<file path="src/rtl/bcd_time_pkg.sv">
// Shared types and digit limits for the BCD time loader.
// Define HOUR12_EN to accept 12-hour times (01..12) instead of 24-hour times (00..23).
package bcd_time_pkg;

  typedef enum logic [2:0] {
    S_H1,
    S_H0,
    S_M1,
    S_M0,
    S_CONV_H,
    S_CONV_M,
    S_DONE
  } state_t;

  localparam logic [3:0] MAX_BCD      = 4'd9;
  localparam logic [3:0] MAX_MIN_TENS = 4'd5;

  // Largest hour-tens digit, and the largest hour-units digit allowed when the tens digit is at max
  localparam logic [3:0] H24_MAX_TENS      = 4'd2;
  localparam logic [3:0] H24_MAX_UNITS_TOP = 4'd3;
  localparam logic [3:0] H12_MAX_TENS      = 4'd1;
  localparam logic [3:0] H12_MAX_UNITS_TOP = 4'd2;

`ifdef HOUR12_EN
  localparam bit HOUR12 = 1'b1;
`else
  localparam bit HOUR12 = 1'b0;
`endif

  localparam logic [3:0] MAX_HOUR_TENS      = HOUR12 ? H12_MAX_TENS : H24_MAX_TENS;
  localparam logic [3:0] MAX_HOUR_UNITS_TOP = HOUR12 ? H12_MAX_UNITS_TOP : H24_MAX_UNITS_TOP;

endpackage

</file>
<file path="src/rtl/bcd2bin_mul10.sv">
// Two-digit BCD to binary: tens*8 + tens*2 + units.
module bcd2bin_mul10 (
  input  logic [3:0] tens,
  input  logic [3:0] units,
  output logic [6:0] bin
);

  assign bin = {tens, 3'b000} + {2'b00, tens, 1'b0} + {3'b000, units};

endmodule

</file>
<file path="src/rtl/bcd_time_load.sv">
// Collects four BCD digits (hh:mm), validates them, converts to binary and loads hour/minute.
// Build option: HOUR12_EN selects 12-hour validation (see bcd_time_pkg).
module bcd_time_load
  import bcd_time_pkg::*;
#(
  parameter int unsigned TIMEOUT_CYC = 50000
) (
  input  logic       clk,
  input  logic       reset_,
  input  logic       dig_valid,
  input  logic [3:0] dig_in,
  input  logic       abort,
  output logic       dig_ready,
  output logic [1:0] digit_idx,
  output logic       busy,
  output logic [4:0] hour_bin,
  output logic [5:0] min_bin,
  output logic       load_pulse,
  output logic       err_pulse
);

  localparam int unsigned TMO_W = (TIMEOUT_CYC > 1) ? $clog2(TIMEOUT_CYC) : 1;

  state_t           state;
  logic [3:0]       ht, hu, mt, mu;
  logic [4:0]       hour_q;
  logic [5:0]       min_q;
  logic [TMO_W-1:0] tmo;
  logic             accept;
  logic             dig_bad;
  logic [3:0]       conv_tens, conv_units;
  logic [6:0]       conv_bin;
  logic             unused_conv_msb;

  always_comb begin
    dig_ready = 1'b0;
    digit_idx = 2'd0;
    unique case (state)
      S_H1:    dig_ready = 1'b1;
      S_H0:    begin dig_ready = 1'b1; digit_idx = 2'd1; end
      S_M1:    begin dig_ready = 1'b1; digit_idx = 2'd2; end
      S_M0:    begin dig_ready = 1'b1; digit_idx = 2'd3; end
      default: ;
    endcase
  end

  assign busy   = (state != S_H1);
  assign accept = dig_valid && dig_ready;

  // Each digit is judged against the digits already stored, so an entry fails at the first bad digit
  always_comb begin
    dig_bad = (dig_in > MAX_BCD);
    unique case (state)
      S_H1: if (dig_in > MAX_HOUR_TENS) dig_bad = 1'b1;
      S_H0: begin
        if (ht == MAX_HOUR_TENS && dig_in > MAX_HOUR_UNITS_TOP) dig_bad = 1'b1;
        if (HOUR12 && ht == 4'd0 && dig_in == 4'd0) dig_bad = 1'b1;
      end
      S_M1: if (dig_in > MAX_MIN_TENS) dig_bad = 1'b1;
      default: ;
    endcase
  end

  // One converter shared by both conversion states
  assign conv_tens  = (state == S_CONV_M) ? mt : ht;
  assign conv_units = (state == S_CONV_M) ? mu : hu;

  bcd2bin_mul10 u_mul10 (
    .tens  (conv_tens),
    .units (conv_units),
    .bin   (conv_bin)
  );

  assign unused_conv_msb = conv_bin[6];

  always_ff @(posedge clk or negedge reset_) begin
    if (!reset_) begin
      state      <= S_H1;
      ht         <= '0;
      hu         <= '0;
      mt         <= '0;
      mu         <= '0;
      tmo        <= '0;
      hour_q     <= '0;
      min_q      <= '0;
      hour_bin   <= '0;
      min_bin    <= '0;
      load_pulse <= 1'b0;
      err_pulse  <= 1'b0;
    end else begin
      load_pulse <= 1'b0;
      err_pulse  <= 1'b0;
      if (abort) begin
        state <= S_H1;
        ht    <= '0;
        hu    <= '0;
        mt    <= '0;
        mu    <= '0;
        tmo   <= '0;
      end else begin
        unique case (state)
          S_H1, S_H0, S_M1, S_M0: begin
            if (accept) begin
              tmo <= '0;
              if (dig_bad) begin
                err_pulse <= 1'b1;
                state     <= S_H1;
                ht        <= '0;
                hu        <= '0;
                mt        <= '0;
                mu        <= '0;
              end else begin
                unique case (state)
                  S_H1:    begin ht <= dig_in; state <= S_H0; end
                  S_H0:    begin hu <= dig_in; state <= S_M1; end
                  S_M1:    begin mt <= dig_in; state <= S_M0; end
                  default: begin mu <= dig_in; state <= S_CONV_H; end
                endcase
              end
            end else if (state != S_H1) begin
              if (tmo == TMO_W'(TIMEOUT_CYC - 1)) begin
                err_pulse <= 1'b1;
                state     <= S_H1;
                tmo       <= '0;
                ht        <= '0;
                hu        <= '0;
                mt        <= '0;
                mu        <= '0;
              end else begin
                tmo <= tmo + 1'b1;
              end
            end
          end
          S_CONV_H: begin
            hour_q <= conv_bin[4:0];
            state  <= S_CONV_M;
          end
          S_CONV_M: begin
            min_q <= conv_bin[5:0];
            state <= S_DONE;
          end
          S_DONE: begin
            hour_bin   <= hour_q;
            min_bin    <= min_q;
            load_pulse <= 1'b1;
            state      <= S_H1;
            ht         <= '0;
            hu         <= '0;
            mt         <= '0;
            mu         <= '0;
          end
          default: state <= S_H1;
        endcase
      end
    end
  end

endmodule

</file>
<file path="config.mk">
export PLATFORM = sky130hd
export DESIGN_NAME = bcd_time_load
export DESIGN_NICKNAME = d
export VERILOG_FILES = /design/src/rtl/bcd_time_pkg.sv /design/src/rtl/bcd2bin_mul10.sv /design/src/rtl/bcd_time_load.sv
export SDC_FILE = /design/constraint.sdc
export NUM_CORES = 1
export LEC_CHECK = 0
export BUFFER_PORTS_ARGS = -buffer_cell sky130_fd_sc_hd__buf_2
export CELL_PAD_IN_SITES_DETAIL_PLACEMENT = 1
export CELL_PAD_IN_SITES_GLOBAL_PLACEMENT = 1
export CORE_ASPECT_RATIO = 0.7
export CORE_MARGIN = 2
export CORE_UTILIZATION = 51
export DETAILED_ROUTE_END_ITERATION = 12
export PLACE_DENSITY = 0.88
export SETUP_SLACK_MARGIN = 0.5
export SYNTH_ARGS = -nofsm -noshare
export SYNTH_HDL_FRONTEND = slang
export SYNTH_HIERARCHICAL = 1
export SYNTH_SLANG_ARGS = --single-unit
export TNS_END_PERCENT = 100
</file>
<file path="constraint.sdc">
create_clock -name clk -period 5.2 [get_ports clk]
set_input_delay 0.26 -clock clk [delete_from_list [all_inputs] [get_ports clk]]
set_output_delay 0.26 -clock clk [all_outputs]
set_load 0.05 [all_outputs]
</file>
==> results <==
- The worst setup path is launched from a register.
- The number of nets at the end of the flow is between 300 and 400.
- From synthesis to final layout, the design area changed by 11.4%.
- Clock-pin slew was measured on the worst setup and hold paths at roughly 70 ps.
- The count of final hold-check violations is 0.
- The finished layout holds roughly 400 standard cells, fillers aside.
- Synthesis produced a netlist whose cell count is 300.
- The critical path is of the reg -> reg type.
- The starting density of the core is 0.536.
- The wire length of the first global-routing pass is 13900 um.
- In the routed layout, each cell is associated on average with a via count of approximately 6.3.
- Summed over all cells, the static leakage comes to 1.65 nW.
- The floorplan die height is 69.4 um.
- In this run, placement finished with an instance count of roughly 390.
- The post-synth net total is around 320.
- Walking the worst path, the cells encountered are nor2b_1, nand2_1, mux2_2, inv_1, fa_1, inv_1, ha_1, a21o_1, a21oi_2, xnor2_1, mux2_2.
- The reg-to-reg endpoint is min_q[5].
- The routed design has around 8000 um of wire.
- Across all register-to-register paths, the minimum setup slack is 1980 ps.
- The worst setup path is captured at a register.
- The headroom to the max-slew limit is 0.153.
- The H-tree level count is 3.
- The least setup slack across all paths after layout is slightly below 2000 ps.
- Setup repair after global routing left no endpoint under its margin.
- Before antenna repair, the detailed router went through 4 iterations.
- The floorplan has 23 rows.
- The master cell of the clock root buffer is sky130_fd_sc_hd__clkbuf_8.
- The total global routing track utilization is 0.265.
- Averaged over all synthesized cells, the footprint is just over 10 um2.
- Entering global routing, the biggest net connects 60 pins.
- In this run the power density over the cells is 266 nW/um2.
- The number of global-route vias before repair is 2610.
- The clock tree from TritonCTS is built.
- The worst setup slack before clock tree synthesis is about 2000 ps.
- The count of inserted antenna diode cells is 0.
- The die covers between 6000 and 7000 um2.
- The number of remaining DRC errors is 0.
- The worst hold slack is slightly below 60 ps.
- The path category of the worst min-delay check is in -> async.
- Port buffering added 24 buffers.
- Adding up every negative setup slack in the final design gives 0 ps.
- The number of cells traversed by the worst register-to-register path is 11.
- The signal arrival time at the worst endpoint is 3450 ps.
- The final clock period utilization by the worst path is 0.618.
- The detail route stage leaves a number of antenna-violating nets equal to 0.
- The area of the placeable core is around 5800 um2.
- In this run the worst path has a maximum fanout of 14.
- The final route contains roughly 2500 vias.
- The deepest clock path buffer count is 2.
- In the final routed layout, each cell accounts on average for 20.4 um.
- At the pin with the least slew margin, the transition time is 1260 ps.
- The netlist area before placement is about 3100 um2.
- VDD sags by at most 0.193 mV.
- The last weighted congestion value of the routability-driven placer is 0.849.
- The total overflow left after global routing is 0.
- The post-CTS setup buffer count is 0.
- The number of violations of the max-capacitance limit is 0.
- Among cell families on the critical path, the largest total delay comes from adder cells.
- Once the clock tree was built, the resizer swapped 0 gates to a different size.
- The combined buffer and inverter count along the critical path is 2.
- The top-level port count is 25.
- Of the cells placed in the final design, the portion with a size suffix greater than 1 is 0.223.
- After legalization and detailed placement, the total HPWL measured 5780 um.
- In this run the critical register-to-register path is launched from state[0].
- For this run, the number of Yosys warnings is 6.
- The largest incremental delay on the critical path is around 590 ps.
- The count of clock tree sinks is slightly below 60.
- The run finished with clean final reports.
- The worst endpoint required time is ~5400 ps.
- The final number of setup-violating endpoints is 0.
- The smallest clock period supported by the final layout is computed as 3220 ps.
- The count of hold buffers inserted by post-cts repair is 0.
- Across the routed clock network, the largest skew measured is slightly above 7 ps.
- Among all stages on the critical path, the largest delay is contributed by sky130_fd_sc_hd__fa_1.
- The die extent in x is 97.4 um.
- The first routing iteration left between 150 and 200 violations.
- Clock latency on the worst-skew pair, taken at its later pin, is around 350 ps.
- After layout, the design draws a total of between 0.0009 and 0.001 W.
- For this run, the top clock speed supported by timing is just over 300 MHz.
- The count of pins over their slew limit is 0.
- The initial antenna violation count is 0.
- In this run, CTS created clock tree buffers numbering 9.
state kept, by name, indices dropped and copies added, names as in the netlist:
signal and flops:
err_pulse 1, min_bin 6, mt 4, hour_q 5
tmo 16, min_q 6, load_pulse 1, state 3
mu 4, hu 4, ht 4, hour_bin 5
metal layers:
layer / global-route usage / vias up / routed length (um)
li1: - / 1124 / -
met1: 0.359 / 1290 / 3660
met2: 0.415 / 91 / 3880
met3: 0.0655 / 14 / 500
met4: 0.0988 / 0 / 155
met5: 0 / - / 0
final cells by class:
| class | instances | area (um2) |
|---|---|---|
| flip-flops and latches | 59 | 1480 |
| clock inverters | 5 | 53.8 |
| multi-input cells | 212 | 1520 |
| inverters | 16 | 60.1 |
| well taps | 75 | 93.8 |
| repair buffers | 25 | 128 |
| clock buffers | 10 | 138 |
| fillers | 662 | 2340 |
power by group:
part	switching, W	internal (W)	total, W
Clock	0.000184	0.000230	0.000413
Combinational	0.0000354	0.0000133	0.0000487
Sequential	0.00000159	0.000460	0.000462
Total	0.000221	0.000703	0.000924
per-stage QoR:
stage,utilization,instance area (um2)
after CTS,0.597,3470
after global routing,0.597,3470
after global placement,0.564,3280
after detailed placement,0.564,3280
final,0.597,3470
after floorplan,-,3120
worst register-to-register path: cells and delay by family (launching register included):
kind / cells / cell delay [ps]
multiplexers: 2 / 620
adder cells (fa/ha/maj): 2 / 870
XOR/XNOR: 1 / 80
AND/OR/NAND/NOR: 2 / 530
AO/OA/AOI/OAI: 2 / 310
flip-flops: 1 / 580
buffers and inverters: 2 / 120
cell usage in the layout (no fill, tap or decap), drive strengths merged, types with 8 or more instances in the layout:
master / n
ha: 8
nor3: 20
o21ai: 25
clkbuf: 10
inv: 16
mux2: 28
nor2b: 10
nand2b: 12
nor3b: 9
buf: 25
dfrtp: 59
nand2: 18
nor2: 16
worst max-delay path by stage:
stage              from  depth (start not counted)        to
2_1_floorplan  state[0]                         13  min_q[5]
3_3_place_gp   state[0]                         11  min_q[5]
3_5_place_dp   state[0]                         11  min_q[5]
4_1_cts        state[0]                         11  min_q[5]
5_1_grt        state[0]                         11  min_q[5]
6_report       state[0]                         11  min_q[5]
No activity file was read; power rests on OpenSTA's default activity.
